$ cat src/rtl/ex_stage_pkg.sv
// Shared definitions for the execute stage: opcodes, widths, EX->MEM bundle.
package ex_stage_pkg;

    localparam int unsigned D_SIZE        = 32;
    localparam int unsigned ADDR_LINE_REG = 5;
    localparam int unsigned OP_SIZE       = 6;
    localparam int unsigned MUL_STEP      = 8;
    localparam int unsigned MUL_CNT_W     = 2;

    typedef enum logic [OP_SIZE-1:0] {
        OP_ADD  = 6'b000000,
        OP_ADDI = 6'b000001,
        OP_SUB  = 6'b000010,
        OP_SUBI = 6'b000011,
        OP_MUL  = 6'b000100,
        OP_MULI = 6'b000101,
        OP_OR   = 6'b000110,
        OP_ORI  = 6'b000111,
        OP_AND  = 6'b001000,
        OP_ANDI = 6'b001001,
        OP_XOR  = 6'b001010,
        OP_XORI = 6'b001011,
        OP_LDW  = 6'b001100,
        OP_STW  = 6'b001101,
        OP_BZ   = 6'b001110,
        OP_BEQ  = 6'b001111,
        OP_JR   = 6'b010000,
        OP_HALT = 6'b010001
    } opcode_e;

    typedef enum logic {
        MUL_IDLE = 1'b0,
        MUL_BUSY = 1'b1
    } mul_state_e;

    typedef struct packed {
        logic [D_SIZE-1:0]        alu_result;
        logic [D_SIZE-1:0]        store_data;
        logic [ADDR_LINE_REG-1:0] rd_add;
        logic                     reg_write;
        logic                     mem_read;
        logic                     mem_to_reg;
        logic                     mem_write;
    } ex_mem_t;

    localparam ex_mem_t EX_MEM_BUBBLE = '0;

    // PC-relative branch target: word-scaled immediate added to PC+4.
    function automatic logic [D_SIZE-1:0] branch_target(input logic [D_SIZE-1:0] pc4,
                                                        input logic [D_SIZE-1:0] imm);
        return pc4 + (imm << 2);
    endfunction

endpackage

$ cat src/rtl/ex_stage_mul.sv
// Iterative 32x32 multiplier, 8 multiplier bits per cycle, low 32 product bits.
module mul_iter
    import ex_stage_pkg::*;
(
    input  logic              clk,
    input  logic              reset,
    input  logic              start,
    input  logic [D_SIZE-1:0] a,
    input  logic [D_SIZE-1:0] b,
    output logic              busy,
    output logic              done,
    output logic [D_SIZE-1:0] product
);

    localparam logic [MUL_CNT_W-1:0] CNT_LAST = MUL_CNT_W'(D_SIZE / MUL_STEP - 1);

    mul_state_e           state;
    mul_state_e           state_nxt;
    logic [MUL_CNT_W-1:0] count;
    logic [D_SIZE-1:0]    a_q;
    logic [D_SIZE-1:0]    b_q;
    logic [D_SIZE-1:0]    acc_q;
    logic [D_SIZE-1:0]    partial;

    always_ff @(posedge clk or negedge reset) begin
        if (!reset) state <= MUL_IDLE;
        else        state <= state_nxt;
    end

    always_comb begin
        state_nxt = state;
        case (state)
            MUL_IDLE: if (start)             state_nxt = MUL_BUSY;
            MUL_BUSY: if (count == CNT_LAST) state_nxt = MUL_IDLE;
        endcase
    end

    // Shift-and-accumulate datapath; operands captured when the FSM accepts start.
    always_ff @(posedge clk or negedge reset) begin
        if (!reset) begin
            count <= '0;
            a_q   <= '0;
            b_q   <= '0;
            acc_q <= '0;
        end else if (state == MUL_IDLE) begin
            if (start) begin
                count <= '0;
                a_q   <= a;
                b_q   <= b;
                acc_q <= '0;
            end
        end else begin
            count <= count + MUL_CNT_W'(1);
            a_q   <= a_q << MUL_STEP;
            b_q   <= b_q >> MUL_STEP;
            acc_q <= product;
        end
    end

    // product includes the current cycle's partial so the final sum is ready on the last BUSY cycle.
    always_comb begin
        partial = D_SIZE'(a_q * D_SIZE'(b_q[MUL_STEP-1:0]));
        busy    = (state == MUL_BUSY);
        done    = busy && (count == CNT_LAST);
        product = acc_q + partial;
    end

endmodule

$ cat src/rtl/ex_stage.sv
// Execute stage: ALU, address generation, branch resolution, iterative multiply and halt.
module ex_stage
    import ex_stage_pkg::*;
(
    input  logic                     clk,
    input  logic                     reset,
    input  logic [OP_SIZE-1:0]       opcode_f_id,
    input  logic [D_SIZE-1:0]        pc_f_id,
    input  logic [D_SIZE-1:0]        pc4_f_id,
    input  logic [D_SIZE-1:0]        rs_reg_value_f_id,
    input  logic [D_SIZE-1:0]        rt_reg_value_f_id,
    input  logic [ADDR_LINE_REG-1:0] rd_add_value_f_id,
    input  logic [D_SIZE-1:0]        i_data_f_id,
    input  logic                     branch_f_id,
    input  logic                     mem_read_f_id,
    input  logic                     mem_to_reg_f_id,
    input  logic                     mem_write_f_id,
    output logic [D_SIZE-1:0]        alu_result_2_mem,
    output logic [D_SIZE-1:0]        store_data_2_mem,
    output logic [ADDR_LINE_REG-1:0] rd_add_2_mem,
    output logic                     reg_write_2_mem,
    output logic                     mem_read_2_mem,
    output logic                     mem_to_reg_2_mem,
    output logic                     mem_write_2_mem,
    output logic                     branch_taken_2_if,
    output logic [D_SIZE-1:0]        branch_target_2_if,
    output logic                     stall_2_id,
    output logic                     halt_2_mem
);

    ex_mem_t                  ex_mem_q;
    ex_mem_t                  ex_mem_nxt;
    logic                     taken_q;
    logic                     taken_nxt;
    logic [D_SIZE-1:0]        target_q;
    logic [D_SIZE-1:0]        target_nxt;
    logic                     halt_q;
    logic                     halt_nxt;
    logic [ADDR_LINE_REG-1:0] mul_rd;
    logic                     live;
    logic                     is_mul;
    logic                     accept;
    logic                     mul_busy;
    logic                     mul_done;
    logic [D_SIZE-1:0]        mul_product;
    logic [D_SIZE-1:0]        alu_b;
    logic [D_SIZE-1:0]        alu_out;
    logic                     unused_inputs;

    // PC and the ID branch hint are not needed: the opcode alone resolves control flow.
    assign unused_inputs = ^{pc_f_id, branch_f_id};

    // A taken branch in the output register squashes the instruction now in ID.
    assign live       = !halt_q && !taken_q;
    assign is_mul     = (opcode_f_id == OP_MUL) || (opcode_f_id == OP_MULI);
    assign accept     = live && is_mul && !mul_busy;
    assign stall_2_id = accept || (mul_busy && !mul_done);
    assign alu_b      = opcode_f_id[0] ? i_data_f_id : rt_reg_value_f_id;

    mul_iter u_mul (
        .clk     (clk),
        .reset   (reset),
        .start   (accept),
        .a       (rs_reg_value_f_id),
        .b       (alu_b),
        .busy    (mul_busy),
        .done    (mul_done),
        .product (mul_product)
    );

    always_comb begin
        alu_out = '0;
        case (opcode_f_id)
            OP_ADD, OP_ADDI: alu_out = rs_reg_value_f_id + alu_b;
            OP_SUB, OP_SUBI: alu_out = rs_reg_value_f_id - alu_b;
            OP_OR,  OP_ORI:  alu_out = rs_reg_value_f_id | alu_b;
            OP_AND, OP_ANDI: alu_out = rs_reg_value_f_id & alu_b;
            OP_XOR, OP_XORI: alu_out = rs_reg_value_f_id ^ alu_b;
            OP_LDW, OP_STW:  alu_out = rs_reg_value_f_id + i_data_f_id;
            default:         alu_out = '0;
        endcase
    end

    // While the multiplier runs, ID holds the mul itself, so its inputs are ignored.
    always_comb begin
        ex_mem_nxt = EX_MEM_BUBBLE;
        taken_nxt  = 1'b0;
        target_nxt = '0;
        halt_nxt   = halt_q;
        if (mul_busy) begin
            if (mul_done) begin
                ex_mem_nxt.alu_result = mul_product;
                ex_mem_nxt.rd_add     = mul_rd;
                ex_mem_nxt.reg_write  = 1'b1;
            end
        end else if (live) begin
            case (opcode_f_id)
                OP_ADD, OP_ADDI, OP_SUB, OP_SUBI, OP_OR, OP_ORI, OP_AND, OP_ANDI,
                OP_XOR, OP_XORI, OP_LDW, OP_STW: begin
                    ex_mem_nxt.alu_result = alu_out;
                    ex_mem_nxt.store_data = rt_reg_value_f_id;
                    ex_mem_nxt.rd_add     = rd_add_value_f_id;
                    ex_mem_nxt.reg_write  = (opcode_f_id != OP_STW);
                    ex_mem_nxt.mem_read   = mem_read_f_id;
                    ex_mem_nxt.mem_to_reg = mem_to_reg_f_id;
                    ex_mem_nxt.mem_write  = mem_write_f_id;
                end
                OP_BZ: begin
                    taken_nxt = (rs_reg_value_f_id == '0);
                    if (taken_nxt) target_nxt = branch_target(pc4_f_id, i_data_f_id);
                end
                OP_BEQ: begin
                    taken_nxt = (rs_reg_value_f_id == rt_reg_value_f_id);
                    if (taken_nxt) target_nxt = branch_target(pc4_f_id, i_data_f_id);
                end
                OP_JR: begin
                    taken_nxt  = 1'b1;
                    target_nxt = rs_reg_value_f_id;
                end
                OP_HALT: halt_nxt = 1'b1;
                default: ;
            endcase
        end
    end

    always_ff @(posedge clk or negedge reset) begin
        if (!reset) begin
            ex_mem_q <= EX_MEM_BUBBLE;
            taken_q  <= 1'b0;
            target_q <= '0;
            halt_q   <= 1'b0;
            mul_rd   <= '0;
        end else begin
            ex_mem_q <= ex_mem_nxt;
            taken_q  <= taken_nxt;
            target_q <= target_nxt;
            halt_q   <= halt_nxt;
            if (accept) mul_rd <= rd_add_value_f_id;
        end
    end

    assign alu_result_2_mem   = ex_mem_q.alu_result;
    assign store_data_2_mem   = ex_mem_q.store_data;
    assign rd_add_2_mem       = ex_mem_q.rd_add;
    assign reg_write_2_mem    = ex_mem_q.reg_write;
    assign mem_read_2_mem     = ex_mem_q.mem_read;
    assign mem_to_reg_2_mem   = ex_mem_q.mem_to_reg;
    assign mem_write_2_mem    = ex_mem_q.mem_write;
    assign branch_taken_2_if  = taken_q;
    assign branch_target_2_if = target_q;
    assign halt_2_mem         = halt_q;

endmodule

$ cat config.mk
export PLATFORM = sky130hd
export DESIGN_NAME = ex_stage
export DESIGN_NICKNAME = d
export VERILOG_FILES = /design/src/rtl/ex_stage_pkg.sv /design/src/rtl/ex_stage_mul.sv /design/src/rtl/ex_stage.sv
export SDC_FILE = /design/constraint.sdc
export NUM_CORES = 1
export LEC_CHECK = 0
export CORE_ASPECT_RATIO = 1.2
export CORE_MARGIN = 3
export CORE_UTILIZATION = 38
export DETAILED_ROUTE_END_ITERATION = 7
export DONT_BUFFER_PORTS = 1
export MAX_ROUTING_LAYER = met4
export PLACE_DENSITY_LB_ADDON = 0.2
export SYNTH_ARGS = -nofsm -noshare
export SYNTH_HDL_FRONTEND = slang
export SYNTH_SLANG_ARGS = --single-unit
$ cat constraint.sdc
create_clock -name clk -period 9.8 [get_ports clk]
set_clock_uncertainty 0.2 [all_clocks]
set_input_delay 1.96 -clock clk [delete_from_list [all_inputs] [get_ports clk]]
set_output_delay 1.96 -clock clk [all_outputs]
set_load 0.1 [all_outputs]
Word level (Yosys, flattened, before mapping)
Index checks and enable logic that the tools add are counted.
{"block": "op_classes", "add_sub_neg": 6, "mul": 1, "div": 0, "order_cmp": 0, "eq_ne": 20, "shifts": 0, "muxes": 29, "bitwise": 4, "n_reduce_logical": 22}
{"cell": "$mux W32", "count": 14}
{"cell": "$pmux W32 S6", "count": 1}
{"cell": "$mux W73", "count": 2}
{"cell": "$add A32 B32 Y32", "count": 4}
{"cell": "$pmux W32 S3", "count": 1}
{"cell": "$eq A6 B4 Y1 const B", "count": 8}
{"cell": "$and A32 B32 Y32", "count": 1}
{"cell": "$eq A32 B32 Y1", "count": 1}
{"cell": "$logic_not A32 Y1", "count": 1}
{"cell": "$mul A32 B8 Y32", "count": 1}
{"cell": "$or A32 B32 Y32", "count": 1}
{"cell": "$sub A32 B32 Y32", "count": 1}
{"cell": "$xor A32 B32 Y32", "count": 1}
{"cell": "$eq A6 B3 Y1 const B", "count": 4}
{"cell": "$eq A6 B2 Y1 const B", "count": 2}
{"cell": "$eq A6 B5 Y1 const B", "count": 2}
{"cell": "$mux W6", "count": 2}
{"cell": "$reduce_or A12 Y1", "count": 1}
{"cell": "$reduce_or A2 Y1", "count": 6}
{"cell": "$eq A6 B1 Y1 const B", "count": 1}
{"cell": "$logic_not A6 Y1", "count": 1}
{"cell": "$ne A6 B4 Y1 const B", "count": 1}
{"cell": "$logic_and A1 B1 Y1", "count": 5}
{"cell": "$logic_not A1 Y1", "count": 4}
{"cell": "11 further kinds", "count": 16}
{"block": "totals", "reg_bits": 211, "latch_bits": 0, "ramBits": 0, "romBits": 0, "input_bits": 177, "memories": 0}

Logic depth before layout (Yosys ltp)
Gate-level depths: netlist of run 1.
{"block": "logic_depth", "word_depth": 6, "depth_mapped": 23, "mapped_depth_nobuf": 20}

Hierarchy
A second synthesis of run 1 with hierarchy kept.
{"block": "unflattened", "cells_unflattened": 2687, "hier_area_um2": 23047.1}
{"module": "mul_iter", "n_inst": 1, "cells_each": 1338, "area_each_um2": 12121.6, "seq_area_each_um2": 2477.4}
{"module": "ex_stage", "n_inst": 1, "cells_each": 1349, "area_each_um2": 10925.5, "seq_area_each_um2": 2802.7}

Least setup slack after synthesis of run 1
No wires, ideal clock.
{"block": "synth_timing", "kind": "input-to-output", "startpoint": "input port opcode_f_id[5]", "endpoint": "output port stall_2_id", "arrival_time_ns": 4.506, "required_time_ns": 7.640, "path_slack_ns": 3.134, "cell_stages": 7, "path_buffers": 2, "path_cell_list": "nor2_1 > nand2_1 > nor4_1 > clkbuf_1 > clkbuf_1 > nor2_1 > nor2_1"}
{"block": "synth_via", "elab_chain_len": 5, "elab_cells_between_ends": 6, "classes_between": "2 x eq/ne; 4 x reduce/logical"}
{"element": "from (decl)", "line_no": "ex_stage.sv:7", "text": "input logic [OP_SIZE-1:0] opcode_f_id,"}
{"element": "$eq A6 B3 Y1", "line_no": "ex_stage.sv:55", "text": "assign is_mul = (opcode_f_id == OP_MUL) || (opcode_f_id == OP_MULI);"}
{"element": "$logic_or A1 B1 Y1 *", "line_no": "ex_stage.sv:55"}
{"element": "$logic_and A1 B1 Y1 * (2 in series)", "line_no": "ex_stage.sv:56", "text": "assign accept = live && is_mul && !mul_busy;"}
{"element": "$logic_or A1 B1 Y1 *", "line_no": "ex_stage.sv:57", "text": "assign stall_2_id = accept || (mul_busy && !mul_done);"}
{"element": "to (decl)", "line_no": "ex_stage.sv:27", "text": "output logic stall_2_id,"}
Mark *: on every way between the ends. The rest lies on a longest branch, timed or not.

==> results of run 1 <==
==> worst min-delay path by stage <==
stage | to | slack (ns)
2_1_floorplan | u_mul.b_q[12]$_DFFE_PN0P_ | 0.25
3_3_place_gp | u_mul.b_q[23]$_DFFE_PN0P_ | 0.27
3_5_place_dp | u_mul.b_q[23]$_DFFE_PN0P_ | 0.28
4_1_cts | u_mul.b_q[5]$_DFFE_PN0P_ | 0.28
5_1_grt | rd_add_2_mem[1]$_DFF_PN0_ | 0.31
6_report | rd_add_2_mem[1]$_DFF_PN0_ | 0.28
==> stage by stage <==
step	power [uW]	cell area, um2	hold slack [ns]	util [%]
6_report	4440	23500	0.280	40.8
5_1_grt	4790	23500	0.310	40.8
4_1_cts	4480	23500	0.280	40.8
3_5_place_dp	3630	22800	0.276	39.6
3_3_place_gp	3590	22800	0.268	39.6
2_1_floorplan	3040	22200	0.252	-
==> cell families (layout without fill, tap and decap cells) <==
logic type / Yosys count / in the layout
AND/OR/NAND/NOR: 756 / 756
adder cells (fa/ha/maj): 361 / 361
XOR/XNOR: 153 / 153
AO/OA/AOI/OAI: 509 / 509
buffers and inverters: 460 / 379
multiplexers: 83 / 83
flip-flops: 211 / 211
==> sequential cells by signal (all words and copies together) (netlist names), 2 cells and up <==
signal              cells
alu_result_2_mem       32
branch_target_2_if     32
u_mul.b_q              32
u_mul.count             2
u_mul.acc_q            32
u_mul.a_q              32
mul_rd                  5
store_data_2_mem       32
rd_add_2_mem            5
==> worst max-delay path: stages (launching register included) <==
cell       delay (ns)
dfrtp_1          1.19
and2_1           0.28
fa_1             0.45
fa_1             0.53
fa_1             0.50
inv_1            0.05
fa_1             0.49
inv_1            0.05
ha_1             0.37
a2111oi_0        0.42
o21ai_1          0.17
a22o_1           0.30
a221oi_2         0.31
nor2b_1          0.11
nor4_1           0.48
o31ai_1          0.24
o41ai_2          0.30
xnor2_1          0.20
a211o_1          0.32
==> per-layer routing <==
layer | routed length (um) | share of wire, % | track usage [%]
met5 | 0 | 0 | -
met4 | 3620 | 5.0 | 10.6
met3 | 4110 | 5.7 | 3.45
met2 | 35700 | 49 | 41.4
met1 | 28900 | 40 | 28.5
==> power by group through the flow <==
stage | Combinational [uW] | Sequential (uW) | Clock [uW]
floorplan | 1630 | 1400 | 0
global placement | 1980 | 1610 | 0
detailed placement | 2010 | 1620 | 0
CTS | 2030 | 1600 | 845
global route | 2290 | 1630 | 872
finish | 2020 | 1600 | 822
==> cell usage after synthesis, drive strengths merged, types with 5 or more instances <==
master / count / area, um2
inv: 322 / 1210
o221ai: 30 / 269
xnor2: 93 / 815
a21oi: 112 / 561
a22o: 19 / 166
o22ai: 17 / 106
and3: 41 / 257
nand2: 289 / 1080
a31o: 6 / 52.6
nand2b: 15 / 93.8
o211ai: 8 / 60.1
buf: 7 / 47.6
mux2i: 74 / 772
fa: 188 / 3760
a211oi: 22 / 165
or2: 9 / 56.3
nor4: 27 / 196
o21a: 11 / 82.6
o31ai: 17 / 128
ha: 173 / 2160
nor3: 29 / 145
dfrtp: 211 / 5280
o21ai: 128 / 641
or3: 5 / 31.3
o21bai: 10 / 75.1
clkbuf: 131 / 492
a22oi: 33 / 248
xor2: 60 / 526
nand4: 11 / 68.8
nor2b: 9 / 56.3
and2: 153 / 957
nor2: 125 / 469
a221oi: 29 / 260
a31oi: 14 / 87.6
mux2: 9 / 101
nand3: 27 / 135
a21o: 34 / 255
==> area by class of cell <==
| type | count | area (um2) | share of cell area, % |
|---|---|---|---|
| Sequential cell | 211 | 5280 | 22.5 |
| Tap cell | 735 | 920 | 3.92 |
| Multi-Input combinational cell | 1862 | 15200 | 64.9 |
| Timing Repair Buffer | 20 | 150 | 0.640 |
| Clock buffer | 25 | 551 | 2.35 |
| Clock inverter | 12 | 119 | 0.507 |
| Inverter | 322 | 1210 | 5.15 |
==> summary.md, run 1 <==
| Metric | Value |
|---|---|
| Post-Synth XOR/XNOR Area | `6.03%` |
| Simple-gate area share of the yosys netlist | `16.6%` |
| Arrival @ worst endpoint | `7.29 ns` |
| Die area | `0.0614 mm2` |
| Final WL | `72300 um` |
| Slew margin rel. | `14.6%` |
| Clock Tree Buf Depth | `3` |
| Vias/cell | `5.64` |
| Initial antenna violation count | `0` |
| Finished Layout Cells | `3187` |
| Root Buffer | `clkbuf_16` |
| Syn Inst Count | `2533` |
| Commonest non-fill, non-tap cell in the layout | `inv_1` |
| Core Area | `0.0575 mm2` |
| Part of the power in registers | `36.1%` |
| EDFF count, synth | `0` |
| Yosys reg bits | `211` |
| Io pins | `285` |
| H-tree lvl count | `1` |
| Internal Power | `2280 uW` |
| Least-Margin Pin Slew | `1.28 ns` |
| R2r endpoint | `alu_result_2_mem[30]$_DFF_PN0_` |
| Peak Freq | `0.142 GHz` |
| Iteration-0 DRC Markers | `1019` |
| Crit path time final | `7.06 ns` |
| CTS clk-pin slew, worst paths | `0.08 ns` |
| First-pass GRT wire length | `113000 um` |
| Sw Ratio | `48.7%` |
| CTS Buf Count | `21` |
| Worst vdd ir | `146 uV` |
| Area grow syn2layout | `5.62%` |
| Nets@finish | `2976` |
| Hold_sp | `mul_rd[1]$_DFFE_PN0P_` |
| CP max FO | `30` |
| Final Hold Viols | `0` |
| Cell variety after synth | `68` |
| Setup Total Neg Slack | `0 ns` |
| HP Class | `reg -> reg` |
| CTS hold repair buffers | `0` |
| Gpl congestion | `0.929` |
| Post-synthesis async set-or-reset flop share | `100%` |
| Synthesized net count | `3071` |
| R2r startpoint | `u_mul.b_q[3]$_DFFE_PN0P_` |
| Worst hold stages | `1` |
| Commonest cells after routing, fill and taps aside | `inv_1, nand2_1, dfrtp_1, fa_1, ha_1` |
| Crit path launch type | `flop` |
| Vias in the first global route | `19115` |
| Post-DP HPWL | `55500 um` |
| Final period util | `72.1%` |
| Filler cells | `5667` |
| Fin worst setup slack | `2.74 ns` |
| Setup Crit Path Kind | `reg -> reg` |
| Sw Pwr | `2160 uW` |
| Number of antenna-violating nets in the routed design | `0` |
| Clock latency on the worst-skew pair | `0.54 ns` |
| PD cells | `189 mW/mm2` |
| Largest family of logic cells by synthesized area | `adder cells` |
| Chip Width | `227 um` |
| Final Setup Violations | `0` |
| Post-CTS sizing | `0` |
| Largest net degree at the start of global routing | `212` |
| Synth Flop Type | `dfrtp_1` |
| Layout cell share with drive strength beyond 1 | `4.24%` |
| Synth warn | `0` |
| Mean Syn Cell Area | `8.77 um2` |
| Lkg Pwr | `0.0110 uW` |
| GRT Util Overall | `24.3%` |
| R2R setup slack | `2.74 ns` |
| Grt ovf | `0` |
| Cell Area, Synth | `0.0222 mm2` |
| Starting density of the core | `38.6%` |
| End point of the critical path | `alu_result_2_mem[30]$_DFF_PN0_` |
| Num Clock Sinks | `211` |
| Port Buf Inserts | `0` |
| Status | `finished clean` |
| Setup Buffers After CTS | `0` |
| Avg WL per Cell | `22.7 um` |
| Clock share of power | `18.5%` |
| Antenna Cells | `0` |
| Logic pwr share | `45.4%` |
| RSZ-0062 raised after global routing | `no` |
| Crit end category | `flop` |
| Max Cap Viol | `0` |
| Worst slack, placed | `2.37 ns` |
| Critical path launch point | `u_mul.b_q[3]$_DFFE_PN0P_` |
| Placed cell count | `3150` |
| Vias | `17989` |
| Final Max Slew Viols | `0` |
| Row cnt | `96` |
| Post-synthesis sequential area ratio | `23.8%` |
| Post-synthesis mux area share | `3.93%` |
| Die Y | `271 um` |
| Synth Area in Adders | `26.7%` |
| TritonCTS clock tree | `done` |
| Synth Area in Compound Gates | `15.1%` |
| DRT Pass-1 Iters | `6` |
| FF-to-FF path depth | `18` |
| Required time of the critical path | `10.03 ns` |
| Post-route DRC | `0` |
Power figures use the tool's default switching activity.
==> run 2, diff against run 1 <==
Clock period 9.8 ns to 6.2 ns, I/O delays scaled along.
==> run 2 against run 1 <==
Compared with the run above: routed wire length up 2.7%; die area unchanged; hold slack lost 0.11 ns.
==> summary.md, run 2 (synthesis gave the netlist of run 1 again) <==
| Metric | Value |
|---|---|
| Final period util | `96.8% (was 72.1%)` |
| Crit end category | `flop (unchanged)` |
| Post-DP HPWL | `57100 um (was 55500 um)` |
| Hold slack | `0.167 ns (was 0.280 ns)` |
| Io pins | `285 (unchanged)` |
| Slew margin rel. | `23.8% (was 14.6%)` |
| H-tree lvl count | `1 (unchanged)` |
| Setup Total Neg Slack | `0 ns (unchanged)` |
| Arrival @ worst endpoint | `6.25 ns (was 7.29 ns)` |
| Crit path time final | `6.00 ns (was 7.06 ns)` |
| CTS clk-pin slew, worst paths | `0.06 ns (was 0.08 ns)` |
| HP Class | `in -> async (was reg -> reg)` |
| Iteration-0 DRC Markers | `1190 (was 1019)` |
| Commonest non-fill, non-tap cell in the layout | `inv_1 (unchanged)` |
| Critical Path Slowest Stage Cell | `fa_1 (was dfrtp_1)` |
| Least-Margin Pin Slew | `1.14 ns (was 1.28 ns)` |
| CTS Buf Count | `26 (was 21)` |
| PD cells | `314 mW/mm2 (was 189 mW/mm2)` |
| Max stage delay on crit path | `0.56 ns (was 1.19 ns)` |
| Worst slack, placed | `0.112 ns (was 2.37 ns)` |
| GRT Util Overall | `24.9% (was 24.3%)` |
| Post-route DRC | `0 (unchanged)` |
| Met2 usage | `42.7% (was 41.4%)` |
| Gpl congestion | `0.977 (was 0.929)` |
| First-pass GRT wire length | `115000 um (was 113000 um)` |
| Area grow syn2layout | `9.38% (was 5.62%)` |
| Nets@finish | `3050 (was 2976)` |
| Cells along the critical path | `nand2_1 -> fa_1 -> inv_1 -> fa_1 -> fa_1 -> inv_1 -> fa_1 -> inv_1 -> ha_1 -> a2111oi_0 -> o21ai_1 -> a22o_1 -> a221oi_2 -> nor2b_1 -> nor4_2 -> buf_4 -> o31ai_2 -> o41ai_2 -> xnor2_2 -> a211o_1 (was and2_1 -> fa_1 -> fa_1 -> fa_1 -> inv_1 -> fa_1 -> inv_1 -> ha_1 -> a2111oi_0 -> o21ai_1 -> a22o_1 -> a221oi_2 -> nor2b_1 -> nor4_1 -> o31ai_1 -> o41ai_2 -> xnor2_1 -> a211o_1)` |
| Finished Layout Cells | `3267 (was 3187)` |
| Most frequent CP cell | `fa_1 (unchanged)` |
| Max Cap Viol | `0 (unchanged)` |
| Grt ovf | `0 (unchanged)` |
| Multi-input gate area | `0.0153 mm2 (was 0.0152 mm2)` |
| Status | `finished clean (unchanged)` |
| Starting density of the core | `38.6% (unchanged)` |
| Final Setup Violations | `0 (unchanged)` |
| Final Cell Area | `0.0243 mm2 (was 0.0235 mm2)` |
| Peak Freq | `0.167 GHz (was 0.142 GHz)` |
| TritonCTS clock tree | `done (unchanged)` |
| Root Buffer | `clkbuf_16 (unchanged)` |
| Lkg Pwr | `0.0115 uW (was 0.0110 uW)` |
| DRT Pass-1 Iters | `5 (was 6)` |
| Fin worst setup slack | `0.199 ns (was 2.74 ns)` |
| Vias | `18335 (was 17989)` |
| Filler cells | `5645 (was 5667)` |
| Clock latency on the worst-skew pair | `0.56 ns (was 0.54 ns)` |
| Met1 usage | `29.7% (was 28.5%)` |
| Required time of the critical path | `6.45 ns (was 10.03 ns)` |
| Crit path launch type | `flop (unchanged)` |
| Number of antenna-violating nets in the routed design | `0 (unchanged)` |
| CP max FO | `5 (was 30)` |
| Placed cell area | `0.0233 mm2 (was 0.0228 mm2)` |
| Commonest cells after routing, fill and taps aside | `inv_1, nand2_1, dfrtp_1, fa_1, ha_1 (unchanged)` |
| Vias in the first global route | `19636 (was 19115)` |
| FF/Latch Area | `0.00529 mm2 (was 0.00528 mm2)` |
| Chip Width | `227 um (unchanged)` |
| Largest net degree at the start of global routing | `212 (unchanged)` |
| Core Area | `0.0575 mm2 (unchanged)` |
| Placed cell count | `3219 (was 3150)` |
| Met3 Track Usage GR | `3.65% (was 3.45%)` |
| Die area | `0.0614 mm2 (unchanged)` |
| CTS hold repair buffers | `0 (unchanged)` |
| Die Y | `271 um (unchanged)` |
| Avg WL per Cell | `22.7 um (about the same)` |
| Layout cell share with drive strength beyond 1 | `7.55% (was 4.24%)` |
| Port Buf Inserts | `0 (unchanged)` |
| Row cnt | `96 (unchanged)` |
| Num Clock Sinks | `211 (unchanged)` |
| Vias/cell | `5.61 (was 5.64)` |
| Global route hottest layer | `met2 (unchanged)` |
| Worst vdd ir | `215 uV (was 146 uV)` |
| Setup Crit Path Kind | `reg -> reg (unchanged)` |
| Final Max Slew Viols | `0 (unchanged)` |
| Initial antenna violation count | `0 (unchanged)` |
| Clock Tree Buf Depth | `3 (unchanged)` |
| Final Hold Viols | `0 (unchanged)` |
| Final WL | `74300 um (was 72300 um)` |
-- run 2: cell types whose count changed in the layout (fill, tap and decap cells not counted), sizes merged --
cell and delta:
clkinv -2, clkbuf +10, diode +1, clkinvlp -1, bufinv +2, inv +1
buf +69
-- run 2: worst max-delay path, delay by kind of cell (launching register included) --
kind | cells | cell delay (ns)
xor+xnor | 1 | 0.16
simple gates | 3 | 0.40
compound gates | 7 | 2.00
buf+inv | 4 | 0.32
flops | 1 | 0.48
fa+ha+maj | 5 | 2.35
-- run 2: what timing repair did --
action                                  4_1_cts  5_1_grt
resized for setup                             0       15
endpoints found under the setup margin        0       14
buffers inserted                              0        0
-- run 2: metrics by stage --
step,util [%],power [uW]
after floorplan,-,4800
after global placement,40.5,5830
after detailed placement,40.5,5930
after CTS,42.1,7640
after global routing,42.2,8210
final,42.2,7640
-- run 2: per-layer routing --
| layer | part of all wire (%) | vias up |
|---|---|---|
| met5 | 0 | - |
| met4 | 4.2 | 0 |
| met3 | 5.4 | 148 |
| met2 | 50 | 561 |
| met1 | 41 | 9228 |
| li1 | - | 8398 |
-- run 2: final cells by class --
class / count / area share (%)
multi-input cells: 1862 / 62.8
flip-flops and latches: 211 / 21.8
inverters: 322 / 4.97
well taps: 735 / 3.78
clock buffers: 35 / 3.11
repair buffers: 89 / 2.84
clock inverters: 12 / 0.716
diodes: 1 / 0.0103
-- run 2: final timing paths --
kind | start | endpoint | slack (ns) | cells past startpoint
setup / recovery | u_mul.b_q[0]$_DFFE_PN0P_ | alu_result_2_mem[30]$_DFF_PN0_ | 0.20 | 20
hold / removal | reset | store_data_2_mem[30]$_DFF_PN0_ | 0.17 | 0
setup reg to reg | u_mul.b_q[0]$_DFFE_PN0P_ | alu_result_2_mem[30]$_DFF_PN0_ | 0.20 | 20
hold reg to reg | u_mul.count[0]$_DFFE_PN0P_ | u_mul.count[0]$_DFFE_PN0P_ | 0.28 | 1
max in group asynchronous | reset | mul_rd[1]$_DFFE_PN0P_ | 4.92 | 0
min in group clk | u_mul.count[0]$_DFFE_PN0P_ | u_mul.count[0]$_DFFE_PN0P_ | 0.28 | 1
-- run 2: where the power goes --
part	internal (uW)	total [uW]	switching, uW
Clock	1020	1670	648
Combinational	1370	3520	2150
Sequential	1670	2450	779
==> run 3, diff against run 2 <==
Settings changed: CELL_PAD_IN_SITES_DETAIL_PLACEMENT set to 0, CELL_PAD_IN_SITES_GLOBAL_PLACEMENT set to 1.
==> run 3 against run 2 <==
Compared with the run above: sequential share of layout area up 0.056 points; maximum frequency down 0.70%; clock-buffer cell count down 5.
==> summary.md, run 3 (synthesis gave the netlist of run 1 again) <==
| Metric | Value |
|---|---|
| Clock latency on the worst-skew pair | `0.53 ns (was 0.56 ns)` |
| Max Cap Viol | `0 (unchanged)` |
| Initial antenna violation count | `0 (unchanged)` |
| Largest net degree at the start of global routing | `212 (unchanged)` |
| Status | `finished clean (unchanged)` |
| GRT Util Overall | `24.8% (was 24.9%)` |
| Nets@finish | `3052 (was 3050)` |
| Final Hold Viols | `0 (unchanged)` |
| Layout cell share with drive strength beyond 1 | `8.62% (was 7.55%)` |
| Design Power | `7430 uW (was 7640 uW)` |
| Setup Crit Path Kind | `reg -> reg (unchanged)` |
| Crit path time final | `6.04 ns (was 6.00 ns)` |
| PD cells | `306 mW/mm2 (was 314 mW/mm2)` |
| Sw Pwr | `3560 uW (was 3570 uW)` |
| Clock Tree Buf Depth | `3 (unchanged)` |
| Vias/cell | `5.55 (was 5.61)` |
| Worst vdd ir | `218 uV (was 215 uV)` |
| Arrival @ worst endpoint | `6.27 ns (was 6.25 ns)` |
| Die area | `0.0614 mm2 (unchanged)` |
| RSZ-0062 raised after global routing | `yes` |
| Vias | `18135 (was 18335)` |
| Sw Ratio | `47.9% (was 46.8%)` |
| TritonCTS clock tree | `done (unchanged)` |
| Cells along the critical path | `and2_4 -> fa_1 -> inv_1 -> fa_1 -> inv_1 -> fa_1 -> inv_1 -> fa_1 -> inv_1 -> ha_2 -> a2111oi_4 -> o21ai_2 -> a22o_2 -> a221oi_4 -> nor2b_2 -> nor4_4 -> buf_4 -> o31ai_2 -> o41ai_2 -> xnor2_2 -> a211o_1 (was nand2_1 -> fa_1 -> inv_1 -> fa_1 -> fa_1 -> inv_1 -> fa_1 -> inv_1 -> ha_1 -> a2111oi_0 -> o21ai_1 -> a22o_1 -> a221oi_2 -> nor2b_1 -> nor4_2 -> buf_4 -> o31ai_2 -> o41ai_2 -> xnor2_2 -> a211o_1)` |
| Final Max Slew Viols | `0 (unchanged)` |
| CTS Buf Count | `23 (was 26)` |
| Iteration-0 DRC Markers | `905 (was 1190)` |
| Antenna Cells | `0 (was 1)` |
| DRT Pass-1 Iters | `6 (was 5)` |
| Commonest non-fill, non-tap cell in the layout | `inv_1 (unchanged)` |
| CP max FO | `6 (was 5)` |
| Slew margin rel. | `26.1% (was 23.8%)` |
| Finished Layout Cells | `3265 (was 3267)` |
| Number of antenna-violating nets in the routed design | `0 (unchanged)` |
| CTS clk-pin slew, worst paths | `0.07 ns (was 0.06 ns)` |
| Crit path launch type | `flop (unchanged)` |
| Least-Margin Pin Slew | `1.11 ns (was 1.14 ns)` |
| Port Buf Inserts | `0 (unchanged)` |
| Hold slack | `0.218 ns (was 0.167 ns)` |
| Area grow syn2layout | `9.41% (was 9.38%)` |
| Commonest cells after routing, fill and taps aside | `inv_1, nand2_1, dfrtp_1, fa_1, ha_1 (unchanged)` |
| Placed cell count | `3216 (was 3219)` |
| Placed cell area | `0.0233 mm2 (about the same)` |
| Crit end category | `flop (unchanged)` |
| Clock share of power | `19.2% (was 21.8%)` |
| Grt ovf | `0 (unchanged)` |
| Vias in the first global route | `18843 (was 19636)` |
| Max stage delay on crit path | `0.53 ns (was 0.56 ns)` |
| Final period util | `97.5% (was 96.8%)` |
| Logic pwr share | `47.8% (was 46.0%)` |
| Root Buffer | `clkbuf_16 (unchanged)` |
| Die Y | `271 um (unchanged)` |
| Starting density of the core | `38.6% (unchanged)` |
| Peak Freq | `0.165 GHz (was 0.167 GHz)` |
| Gpl congestion | `0.906 (was 0.977)` |
| First-pass GRT wire length | `114000 um (was 115000 um)` |
| Io pins | `285 (unchanged)` |
| Final Setup Violations | `0 (unchanged)` |
| Critical Path Slowest Stage Cell | `fa_1 (unchanged)` |
| Post-route DRC | `0 (unchanged)` |
| Internal Power | `3870 uW (was 4060 uW)` |
| CTS hold repair buffers | `0 (unchanged)` |
| Lkg Pwr | `0.0114 uW (was 0.0115 uW)` |
| Part of the power in registers | `33.0% (was 32.1%)` |
| HP Class | `in -> async (unchanged)` |
| H-tree lvl count | `1 (unchanged)` |
| WP buf/inv | `5 (was 4)` |
| Required time of the critical path | `6.42 ns (was 6.45 ns)` |
| Finished Core Util | `42.2% (about the same)` |
| Chip Width | `227 um (unchanged)` |
| Row cnt | `96 (unchanged)` |
| Final Cell Area | `0.0243 mm2 (about the same)` |
| Post-DP HPWL | `58400 um (was 57100 um)` |
| Num Clock Sinks | `211 (unchanged)` |
| Avg WL per Cell | `22.8 um (was 22.7 um)` |
| Core Area | `0.0575 mm2 (unchanged)` |
| Final WL | `74400 um (was 74300 um)` |
| Critical path's top delay family | `adder cells (unchanged)` |
run 3: cell count changes in the layout (fill, tap and decap cells not counted), moves of 3 or more:
cell,change
dfrtp_1,-12
dfrtp_2,+12
ha_1,-4
ha_2,+4
a21oi_1,-3
a21oi_2,+3
clkbuf_16,-3
run 3: worst paths after layout:
path | start | to | slack (ns) | depth (start not counted)
worst max register to register | u_mul.b_q[2]$_DFFE_PN0P_ | alu_result_2_mem[30]$_DFF_PN0_ | 0.16 | 21
min in group clk | u_mul.count[0]$_DFFE_PN0P_ | u_mul.count[0]$_DFFE_PN0P_ | 0.29 | 1
worst min-delay path | reset | u_mul.acc_q[25]$_DFFE_PN0P_ | 0.22 | 0
worst max-delay path | u_mul.b_q[2]$_DFFE_PN0P_ | alu_result_2_mem[30]$_DFF_PN0_ | 0.16 | 21
max in group asynchronous | reset | u_mul.busy$_DFF_PN0_ | 5.03 | 0
worst min register to register | u_mul.count[0]$_DFFE_PN0P_ | u_mul.count[0]$_DFFE_PN0P_ | 0.29 | 1
run 3: timing repair:
action / 4_1_cts / 5_1_grt
buffers inserted: 0 / 7
resized for setup: 3 / 51
pin swaps: 0 / 12
cloned: 0 / 1
endpoints found under the setup margin: 1 / 17
run 3: power by group through the flow:
stage / combinational (uW) / clock, uW / sequential [uW]
CTS: 3500 / 1460 / 2440
detailed placement: 3460 / 0 / 2460
global placement: 3400 / 0 / 2450
floorplan: 2580 / 0 / 2220
global route: 4000 / 1510 / 2490
finish: 3550 / 1430 / 2450
run 3: metal layers:
layer / global-route usage, % / vias to the layer above / routed length [um]
li1: - / 8398 / -
met1: 30.5 / 9054 / 30800
met2: 41.1 / 553 / 36300
met3: 3.51 / 130 / 4010
met4: 9.56 / 0 / 3290
met5: - / - / 0
run 3: cell type report:
type                            instances  area, um2
Timing Repair Buffer                   94        771
Clock inverter                         11        119
Sequential cell                       211       5300
Tap cell                              735        920
Multi-Input combinational cell       1862      15300
Fill cell                            5680      33200
Inverter                              322       1210
Clock buffer                           30        642
run 3: per-stage QoR:
| step | worst slack [ns] | setup TNS (ns) |
|---|---|---|
| finish | 0.157 | 0 |
| global route | -0.0464 | -0.0464 |
| CTS | 0.0216 | 0 |
| detailed placement | -0.0886 | -0.0886 |
| global placement | -0.117 | -0.117 |
| floorplan | 0.452 | 0 |
